**config.mk**
```make
export PLATFORM = sky130hd
export DESIGN_NAME = t5_wbck
export DESIGN_NICKNAME = d
export VERILOG_FILES = /design/src/rtl/t5_wbck.sv
export SDC_FILE = /design/constraint.sdc
export NUM_CORES = 1
export LEC_CHECK = 0
export ABC_AREA = 0
export CAP_MARGIN = 20
export CORE_MARGIN = 4
export CORE_UTILIZATION = 58
export CTS_CLUSTER_SIZE = 20
export DETAILED_ROUTE_END_ITERATION = 7
export GPL_TIMING_DRIVEN = 0
export PLACE_DENSITY = 0.95
export SKIP_LAST_GASP = 1
export SLEW_MARGIN = 40
export SYNTH_ARGS = -nofsm -noshare
export SYNTH_HDL_FRONTEND = slang
export SYNTH_SLANG_ARGS = --single-unit
```
**constraint.sdc**
```tcl
create_clock -name sclk -period 7.1 [get_ports sclk]
set_clock_uncertainty 0.15 [all_clocks]
set_input_delay 0.71 -clock sclk [delete_from_list [all_inputs] [get_ports sclk]]
set_output_delay 0.71 -clock sclk [all_outputs]
set_load 0.05 [all_outputs]
```
**src/rtl/t5_wbck.sv**
```systemverilog
// t5_wbck: write-back stage that merges ALU results and FIFO-buffered load returns
// onto the register-file write port, with per-hart load tracking and anti-starvation stalls.
module t5_wbck #(
    parameter int XLEN   = 32,
    parameter int DEPTH  = 4,
    parameter int STARVE = 8
) (
    input  logic            sclk,
    input  logic            srst_n,
    input  logic            awre,
    input  logic [1:0]      ahart,
    input  logic [4:0]      arda,
    input  logic [XLEN-1:0] ardd,
    input  logic            lvld,
    output logic            lrdy,
    input  logic [1:0]      lhart,
    input  logic [4:0]      lrda,
    input  logic [XLEN-1:0] lrdd,
    output logic            mwre,
    output logic [1:0]      mhart,
    output logic [4:0]      rd0a,
    output logic [XLEN-1:0] rd0d,
    output logic            lstall,
    output logic [3:0]      lpend
);
    localparam int PW = $clog2(DEPTH);
    localparam int CW = $clog2(DEPTH + 1);
    localparam int SW = $clog2(STARVE + 1);

    typedef struct packed {
        logic [1:0]      hart;
        logic [4:0]      rda;
        logic [XLEN-1:0] rdd;
    } entry_t;

    entry_t          mem_q [DEPTH];
    entry_t          mem_d [DEPTH];
    entry_t          head;
    logic [PW-1:0]   rd_ptr_q, rd_ptr_d, wr_ptr_q, wr_ptr_d;
    logic [CW-1:0]   count_q, count_d;
    logic [SW-1:0]   starve_q, starve_d;
    logic            mwre_q, mwre_d, lstall_q, lstall_d;
    logic [1:0]      mhart_q, mhart_d;
    logic [4:0]      rd0a_q, rd0a_d;
    logic [XLEN-1:0] rd0d_q, rd0d_d;
    logic            alu_live, empty, push, pop;

    always_comb begin
        alu_live = awre && (arda != '0);
        empty    = count_q == '0;
        lrdy     = srst_n && (count_q != CW'(DEPTH));
        push     = lvld && lrdy && (lrda != '0);
        pop      = !alu_live && !empty;
        head     = mem_q[rd_ptr_q];
        mem_d    = mem_q;
        if (push) mem_d[wr_ptr_q] = '{hart: lhart, rda: lrda, rdd: lrdd};
        // DEPTH is a power of two, so pointers wrap by natural overflow
        wr_ptr_d = push ? wr_ptr_q + PW'(1) : wr_ptr_q;
        rd_ptr_d = pop ? rd_ptr_q + PW'(1) : rd_ptr_q;
        count_d  = count_q + CW'(push) - CW'(pop);
        starve_d = (pop || empty) ? '0 :
                   (alu_live && starve_q != SW'(STARVE)) ? starve_q + SW'(1) : starve_q;
        lstall_d = (starve_d == SW'(STARVE)) || (count_d >= CW'(DEPTH - 1));
        mwre_d   = alu_live || pop;
        mhart_d  = alu_live ? ahart : pop ? head.hart : mhart_q;
        rd0a_d   = alu_live ? arda  : pop ? head.rda  : rd0a_q;
        rd0d_d   = alu_live ? ardd  : pop ? head.rdd  : rd0d_q;
    end

    always_comb begin
        lpend = '0;
        for (int i = 0; i < DEPTH; i++)
            if (CW'(i) < count_q) lpend[mem_q[rd_ptr_q + PW'(i)].hart] = 1'b1;
    end

    always_ff @(posedge sclk or negedge srst_n) begin
        if (!srst_n) begin
            rd_ptr_q <= '0;
            wr_ptr_q <= '0;
            count_q  <= '0;
            starve_q <= '0;
            mwre_q   <= 1'b0;
            mhart_q  <= '0;
            rd0a_q   <= '0;
            rd0d_q   <= '0;
            lstall_q <= 1'b0;
        end else begin
            rd_ptr_q <= rd_ptr_d;
            wr_ptr_q <= wr_ptr_d;
            count_q  <= count_d;
            starve_q <= starve_d;
            mwre_q   <= mwre_d;
            mhart_q  <= mhart_d;
            rd0a_q   <= rd0a_d;
            rd0d_q   <= rd0d_d;
            lstall_q <= lstall_d;
        end
    end

    always_ff @(posedge sclk) mem_q <= mem_d;

    assign mwre   = mwre_q;
    assign mhart  = mhart_q;
    assign rd0a   = rd0a_q;
    assign rd0d   = rd0d_q;
    assign lstall = lstall_q;
endmodule

```
==> results.md, run 1 <==
Run status:
- The flow ran to the end, and the final reports show no timing, DRC or antenna violations.

Drt:
- The remaining antenna violation count is 0.
- The total vias in the final route is ~5,500.
- The violation count after the first detailed-route iteration is approximately 650.
- The average detailed-routed wire length per instance is approximately 25 microns.
- The vias per cell is roughly 6.4.
- The routed wire length is roughly 22 mm.
- In the routed design, unresolved DRC markers number 0.
- For this run, the detailed router's first-pass iteration total came to 5.

Power:
- The worst-case IR drop observed on VDD is about 250 uV.
- The total power divided by cell area is 434 nW/um^2.
- The analysis attributes to cell leakage a power of 0.00389 uW.

Timing:
- In the post-route analysis, the smallest setup slack over all paths is a little over 3 ns.
- The final critical-path required period is roughly 4 ns.
- The number of hold violations in the final report is 0.
- The setup TNS after final layout is 0 ns.
- The setup violation total in the final timing report is 0.
- The share of the clock period used by the worst path after layout is 0.565.
- The worst slew slack as a fraction of its limit is 0.585.
- Setup repair after global routing left no endpoint under its margin.
- The number of pins exceeding their max-slew limit in the final report is 0.
- The maximum clock rate is 249 MHz.
- For the pin with the worst max-slew slack, the measured transition is around 0.62 ns.

Setup path:
- The critical path contains buffers and inverters numbering 4 combined.
- The kind of start point of the critical path is an input pin.
- The cell class contributing the biggest share of worst-path delay is buffers and inverters.
- In this run the worst path has a maximum fanout of 32.
- On the critical path, the stage with the largest delay is an instance of sky130_fd_sc_hd__clkdlybuf4s50_1.
- The worst setup path is captured at an output port.
- Traced cell by cell, the critical path runs through dlygate4sd3_1 > buf_4 > buf_12 > a21boi_0 > clkdlybuf4s50_1.
- The largest stage delay on the critical path is 0.89 ns.
- For the worst setup path, the data arrival time is approximately 3.2 ns.
- Data on the critical path is required at its endpoint by roughly 6.2 ns.
- By startpoint and endpoint, the worst setup path is classified as in -> out.

Synthesis:
- In this run, synthesis inferred ~160 flip-flops with an integrated enable.
- The synthesized area is roughly 8500 sq um.
- For this run, asynchronously set or reset flops after synthesis account for 0.250.
- The largest total area in the synthesized netlist belongs to sky130_fd_sc_hd__edfxtp_1.
- Counting every net in the synthesized netlist gives 616.
- A synthesized cell averages 16.2 sq um.
- In the synthesized netlist the dominant register cell turns out to be sky130_fd_sc_hd__edfxtp_1.
- The share of synthesized area in the top cell type comes to 0.552.
- The sequential cell area fraction in the yosys report is 0.706.
- Yosys attributes the largest share of cell area to sky130_fd_sc_hd__edfxtp_1 (55%), sky130_fd_sc_hd__dfrtp_1 (15%), sky130_fd_sc_hd__mux4_2 (12%).
- Yosys printed 0 warnings.
- The distinct cell type count after synthesis is between 40 and 50.
- In this run, synthesis produced a sequential element count of approximately 210.
- The post-synthesis cell count is 523.

Placed design:
- At the end of routability-driven placement, the weighted congestion stood at 0.810.
- The half-perimeter wire length after detailed placement is 14.0 mm.
- At the placement stage, the worst setup path has a slack of roughly 3.2 ns.
- Buffers placed on the I/O ports in this run total roughly 130.
- Summing all placed instances gives a cell area of 10,100 sq um.

Layout:
- After routing the design area is between 10,000 and 15,000 sq um.
- Of the cells placed in the final design, the portion with a size suffix greater than 1 is 0.162.
- 0 antenna diodes ended up in the layout.
- The layout filler cell count is 740.
- Summing all flip-flop and latch instances after layout gives roughly 6000 sq um.
- From synthesis to final layout, the design area changed by 27.9%.
- For this run, the post-layout net count is around 770.
- Summing all multi-input logic gate instances after layout gives between 2000 and 2500 sq um.

GRT:
- The maximum number of pins on one net before global-route repair is 33.
- For this run the aggregate overflow at the end of global routing stands at 0.
- The combined global-route utilization of all metal layers is 0.278.
- The number of antenna violations at the first check in global routing was 0.
- The first-pass GRT wire length is 34.8 mm.
- The number of global-route vias before repair is approximately 6,000.

Floorplanning:
- In this run the vertical extent of the chip is roughly 130 microns.
- The horizontal die dimension is roughly 130 microns.
- The die covers roughly 17,000 sq um.
- The placeable core region is roughly 14,000 sq um.
- Pin placement for this block handled roughly 130 I/O pins.
- The initial utilization of the core area, before any placement, comes to 0.602.
- The placement row count is 43.

Clocking:
- TritonCTS built the clock tree.
- The largest buffer count on any clock path is 3.
- Post-CTS repair changed the size of 0 cells.
- In this run the number of H-tree levels came out at 1.
- The number of CTS-inserted buffers is 20.
- The root buffer cell is sky130_fd_sc_hd__clkbuf_16.
- The clock slew at the register clock pins of the worst setup and hold paths is roughly 0.060 ns.
- The clock latency on the worst-skew pair is around 0.50 ns.
- After clock tree synthesis, the setup repair step added 0 buffers.
- The clock sink total is 208.

Worst hold path:
- The worst min-delay path category is reg -> reg.

Flow run:
- The max-cap check violation count is 0.
## layout make-up
class	count	share of cell area
multi-input cells	275	0.211
inverters	13	0.00450
plain buffers	27	0.0162
well taps	180	0.0208
flip-flops and latches	208	0.552
clock buffers	26	0.0491
clock inverters	10	0.0196
repair buffers	133	0.127
## cells in the mapped netlist, types with 6 or more instances
| library cell | n |
|---|---|
| sky130_fd_sc_hd__nor3_1 | 6 |
| sky130_fd_sc_hd__edfxtp_1 | 156 |
| sky130_fd_sc_hd__dfrtp_1 | 52 |
| sky130_fd_sc_hd__clkbuf_1 | 7 |
| sky130_fd_sc_hd__ha_1 | 10 |
| sky130_fd_sc_hd__mux4_2 | 44 |
| sky130_fd_sc_hd__a31oi_1 | 37 |
| sky130_fd_sc_hd__nand2_1 | 81 |
| sky130_fd_sc_hd__nor2_1 | 42 |
| sky130_fd_sc_hd__buf_2 | 8 |
| sky130_fd_sc_hd__buf_4 | 7 |
| sky130_fd_sc_hd__inv_1 | 13 |
## sequential cells by signal, summed over array words and instances, names as in the netlist
signal	cells
starve_q	4
rd_ptr_q	2
lstall	1
wr_ptr_q	2
mhart	2
count_q	3
mem_q	156
rd0d	32
rd0a	5
mwre	1
## placed cells by master (no fill, tap or decap), types with 3 or more instances in the layout
cell type	count
sky130_fd_sc_hd__buf_6	5
sky130_fd_sc_hd__dfrtp_1	52
sky130_fd_sc_hd__and2_4	4
sky130_fd_sc_hd__ha_1	10
sky130_fd_sc_hd__xor2_1	3
sky130_fd_sc_hd__buf_2	8
sky130_fd_sc_hd__inv_1	13
sky130_fd_sc_hd__nor3_1	6
sky130_fd_sc_hd__nand2_1	81
sky130_fd_sc_hd__mux4_2	44
sky130_fd_sc_hd__mux2_2	4
sky130_fd_sc_hd__buf_4	8
sky130_fd_sc_hd__buf_12	5
sky130_fd_sc_hd__nor2_1	42
sky130_fd_sc_hd__bufinv_16	6
sky130_fd_sc_hd__clkbuf_16	20
sky130_fd_sc_hd__clkbuf_1	12
sky130_fd_sc_hd__clkdlybuf4s50_1	126
sky130_fd_sc_hd__a21oi_1	5
sky130_fd_sc_hd__xnor2_1	4
sky130_fd_sc_hd__nor2b_1	3
sky130_fd_sc_hd__nand3_1	5
sky130_fd_sc_hd__edfxtp_1	156
sky130_fd_sc_hd__a31oi_1	37
## power breakdown
part | internal, uW | total (uW) | switching, uW
Combinational | 725 | 1860 | 1130
Clock | 752 | 1200 | 451
Sequential | 1530 | 1650 | 122
## layer usage
| layer | vias up | global-route usage | routed length, microns |
|---|---|---|---|
| li1 | 2295 | - | - |
| met1 | 2804 | 0.368 | 7830 |
| met2 | 389 | 0.473 | 11600 |
| met3 | 61 | 0.0494 | 2080 |
| met4 | 0 | 0.0957 | 685 |
| met5 | - | 0 | 0 |
## final timing paths
path	from	end	slack [ns]	cells after the start
hold / removal	rd0d[29]$_DFFE_PN0P_	rd0d[29]$_DFFE_PN0P_	0.39	2
setup / recovery	srst_n	lrdy	3.09	5
hold reg to reg	rd0d[29]$_DFFE_PN0P_	rd0d[29]$_DFFE_PN0P_	0.39	2
max in group asynchronous	srst_n	rd0d[21]$_DFFE_PN0P_	5.79	3
min in group asynchronous	srst_n	rd0d[5]$_DFFE_PN0P_	0.52	2
setup reg to reg	count_q[0]$_DFF_PN0_	lstall$_DFF_PN0_	3.90	11
## per-stage QoR
stage / std cells / hold WS [ns] / power (uW) / utilization
floorplan: 523 / 0.264 / 2870 / -
global placement: 830 / 0.378 / 3360 / 0.708
detailed placement: 835 / 0.379 / 3480 / 0.716
CTS: 872 / 0.393 / 4710 / 0.769
global route: 872 / 0.427 / 4900 / 0.769
finish: 872 / 0.390 / 4710 / 0.769
## cells by family after synthesis
group / count (synthesis) / share of synthesized area
xor+xnor: 7 / 0.00723
mux: 50 / 0.125
simple gates: 150 / 0.0741
buf+inv: 40 / 0.0264
flops: 208 / 0.706
compound gates: 57 / 0.0447
fa+ha+maj: 11 / 0.0171
## worst reg2reg max path, delay by kind of cell (launching register included)
kind            cells  cell delay [ns]
fa+ha+maj           3             0.82
xor+xnor            1             0.19
compound gates      3             1.06
buf+inv             3             0.22
flops               1             0.54
simple gates        1             0.11
## what timing repair did
action	in CTS	in global routing
hold buffers	1	0
hold endpoints to repair	21	0
endpoints found under the setup margin	0	0
No activity file was read; power rests on OpenSTA's default activity.
==> run 2, diff against run 1 <==
CORE_UTILIZATION = 49   (was 58)
PLACE_DENSITY = 0.86   (was 0.95)
clock period = 3.4 ns   (was 7.1 ns; I/O delays follow)
==> run 2 against run 1 <==
Against the previous run: worst setup slack got worse by 3.0 ns; non-clock buffer count grew 1; sequential power is 110% higher; utilization is 12 points lower; sequential share of layout area grew 0.083 points; register-to-register slack lost 3.5 ns; critical endpoint is now lpend[1]; clock-buffer cell count is 1 lower; global-route usage down 7.8 points; die area increased by 17%; combinational power increased by 100%; critical path depth up 1.
==> results.md, run 2 (synthesized netlist as in run 1, its figures left out) <==
Timing:
- The maximum clock rate is 305 MHz.
- The number of pins exceeding their max-slew limit in the final report is 0 (unchanged).
- The minimum setup slack in the final design is 0.124 ns (-2.97 ns).
- Of the available clock period, the critical path in the final layout requires 0.964.
- Setup repair after global routing left no endpoint under its margin.
- The worst slew slack as a fraction of its limit came to 0.604 (+0.0188).
- The setup violation total in the final timing report is 0 (unchanged).
- The number of hold violations in the final report is 0 (unchanged).
- The final critical-path required period is 3.28 ns.
- The final hold slack is 0.116 ns (-0.274 ns).
- The slew at the pin closest to its max-slew limit is 0.594 ns (-0.0281 ns).

Setup path:
- The arrival time at the worst endpoint is 2.79 ns (-0.36 ns).
- STA classifies the critical path startpoint as a flop.
- The maximum fanout along the worst path is 10 (-69%).
- The cell at the slowest stage of the critical path is sky130_fd_sc_hd__mux4_2.
- The number of buffers and inverters on the critical path was 2 (-2).
- The critical path is of the reg -> out type.
- In this run the critical register-to-register path is launched from count_q[0]$_DFF_PN0_.
- The largest stage delay on the critical path is 0.61 ns (-0.28 ns).
- The capturing element type of the critical path is an output port.
- The critical path goes through buf_4 > mux4_2 > nor2b_1 > a21oi_1 > o2111ai_1 > dlygate4sd2_1.
- The worst endpoint required time is 2.91 ns (-3.33 ns).
- On the critical path the largest part of the delay comes from buffers and inverters.
- The origin of the worst setup path is rd_ptr_q[0]$_DFFE_PN0P_.

Placed design:
- The count of port buffers added during placement is 127 (unchanged).
- The worst setup timing slack at the placement stage is -0.0574 ns (-3.30 ns).
- The half-perimeter wire length after detailed placement is 13.2 mm (-6.2%).
- The last weighted congestion value of the routability-driven placer is 0.860 (+6.1%).

Worst hold path:
- The worst min-delay path category is in -> async.

GRT:
- The number of antenna violations at the first check in global routing is 1 (+1).
- The maximum number of pins on one net before global-route repair is 41 (+24%).
- The first-pass GRT wire length was 30.9 mm (-11%).
- The number of global-route vias before repair is 5,651 (-5.2%).
- The sum of overflow across all layers after global routing is 0 (unchanged).
- The combined global-route utilization of all metal layers is 0.200 (-0.0783).

Clocking:
- The largest buffer count on any clock path came to 3 (unchanged).
- TritonCTS built the clock tree.
- The number of levels in the clock H-tree is 1 (unchanged).
- The number of CTS-inserted buffers was 21 (+5.0%).
- The clock slew at the register clock pins of the worst setup and hold paths was 0.06 ns (about the same).
- Clock tree synthesis selected as its root buffer the cell sky130_fd_sc_hd__clkbuf_16.
- The number of buffers added for setup after CTS is 0 (unchanged).
- The clock latency on the worst-skew pair is 0.49 ns (about the same).
- The clock sink total was 208 (unchanged).

Drt:
- The vias per cell came to 5.76 (-9.4%).
- The remaining antenna violation count came to 0 (unchanged).
- The number of optimization iterations in the first detailed-route pass is 5 (unchanged).
- The violation count after the first detailed-route iteration is 408 (-38%).
- The average detailed-routed wire length per instance is 21.5 microns (-15%).
- The post-detailed-route DRC marker count is 0 (unchanged).
- The total vias in the final route is 5,273 (-5.0%).
- The routed wire length is 19.7 mm (-11%).

Floorplanning:
- The effective utilization at floorplan is 0.506 (-0.0956).
- The height of the die is 140 microns (+8.2%).
- The placeable core region is 16,800 sq um (+19%).
- The top-level port count came to 128 (unchanged).
- The placement row count came to 47 (+9.3%).
- The horizontal die dimension came to 140 microns (+8.2%).
- The die footprint is 19,500 sq um (+17%).

Power:
- The static power due to leakage is 0.00387 uW (-0.43%).
- The post-layout total power was 9310 uW (+98%).
- The maximum vdd ir drop is 515 uV (+100%).
- The total power divided by cell area is 860 nW/um^2 (+98%).

Layout:
- The flip-flop count of the largest register, all copies and words added is 156 (unchanged).
- The number of nets in the layout is 773 (+0.26%).
- The share of final-layout standard cells stronger than drive strength 1 was 0.171 (+0.00937).
- The antenna cell count is 0 (unchanged).
- The final core utilization is 0.646 (-0.123).
- The layout overhead on the synthesized area is 27.7%.
- Leaving out fill and tap cells, the most frequent cell in the layout is sky130_fd_sc_hd__edfxtp_1.
- The layout filler cell count is 1,149 (+55%).
- The library cells used most frequently in the layout, excluding fill and tap cells, are sky130_fd_sc_hd__edfxtp_1 (156), sky130_fd_sc_hd__clkdlybuf4s50_1 (122), sky130_fd_sc_hd__nand2_1 (81), sky130_fd_sc_hd__dfrtp_1 (52), sky130_fd_sc_hd__mux4_2 (44).
- mem_q holds more flip-flops than any other register.

Run status:
- The flow ran to the end, and the final reports show no timing, DRC or antenna violations.

Flow run:
- The max-cap check violation count is 0 (unchanged).
## run 2: changes by cell type in the layout (fill, tap and decap cells not counted), moves of 3 or more
cell	previous run	this run
sky130_fd_sc_hd__dlygate4sd2_1	0	3
sky130_fd_sc_hd__clkinv_4	0	4
sky130_fd_sc_hd__clkbuf_1	12	9
sky130_fd_sc_hd__clkdlybuf4s50_1	126	122
sky130_fd_sc_hd__bufinv_16	6	0
sky130_fd_sc_hd__clkinv_2	1	5
sky130_fd_sc_hd__inv_6	0	3
## run 2: routing by layer
metal  wire [microns]  track usage  up-vias
li1                 -            -     2316
met1             7830        0.267     2725
met2            10300        0.351      201
met3             1220       0.0350       29
met4              300       0.0398        2
met5               13            0        -
## run 2: cell type report
| cell class | instances | area [sq um] | area share |
|---|---|---|---|
| Sequential cell | 208 | 5990 | 0.553 |
| Timing Repair Buffer | 134 | 1410 | 0.130 |
| Multi-Input combinational cell | 275 | 2290 | 0.211 |
| Buffer | 27 | 175 | 0.0162 |
| Tap cell | 220 | 275 | 0.0254 |
| Clock buffer | 25 | 561 | 0.0518 |
| Clock inverter | 13 | 90.1 | 0.00832 |
| Inverter | 13 | 48.8 | 0.00451 |
## run 2: report_power, final
group | switching (uW) | internal, uW
registers | 227 | 3180
logic | 2280 | 1480
clock network | 945 | 1200
## run 2: path summary, 6_finish.rpt
path                                         to  slack (ns)  cells after the start
max                                    lpend[1]        0.12                      6
min                         rd0d[3]$_DFFE_PN0P_        0.12                      2
max reg2reg                    lstall$_DFF_PN0_        0.41                     11
min reg2reg                 rd0d[9]$_DFFE_PN0P_        0.39                      2
max in group asynchronous      lstall$_DFF_PN0_        2.52                      3
min in group sclk          rd0d[27]$_DFFE_PN0P_        0.28                      3
## run 2: worst reg2reg max path, cell delays in order (launching register included)
cell	delay (ns)
sky130_fd_sc_hd__dfrtp_1	0.54
sky130_fd_sc_hd__nor2_1	0.13
sky130_fd_sc_hd__a21boi_1	0.25
sky130_fd_sc_hd__o211a_2	0.34
sky130_fd_sc_hd__inv_1	0.07
sky130_fd_sc_hd__ha_1	0.29
sky130_fd_sc_hd__inv_1	0.06
sky130_fd_sc_hd__ha_1	0.14
sky130_fd_sc_hd__inv_1	0.05
sky130_fd_sc_hd__fa_1	0.40
sky130_fd_sc_hd__xor2_1	0.20
sky130_fd_sc_hd__a221o_1	0.27
## run 2: per-stage QoR
stage	TNS, ns	area (sq um)	instances
after floorplan	0	8480	523
after global placement	-336.83	10000	870
after detailed placement	-0.0574	10100	875
after CTS	0	10800	914
after global routing	0	10800	915
final	0	10800	915
## run 2: what timing repair did
item | in CTS | in global routing
gates cloned | 0 | 1
endpoints found under the hold margin | 52 | 0
gates resized for setup | 4 | 3
hold buffers | 1 | 0
pin swaps | 0 | 0
setup endpoints to repair | 4 | 2
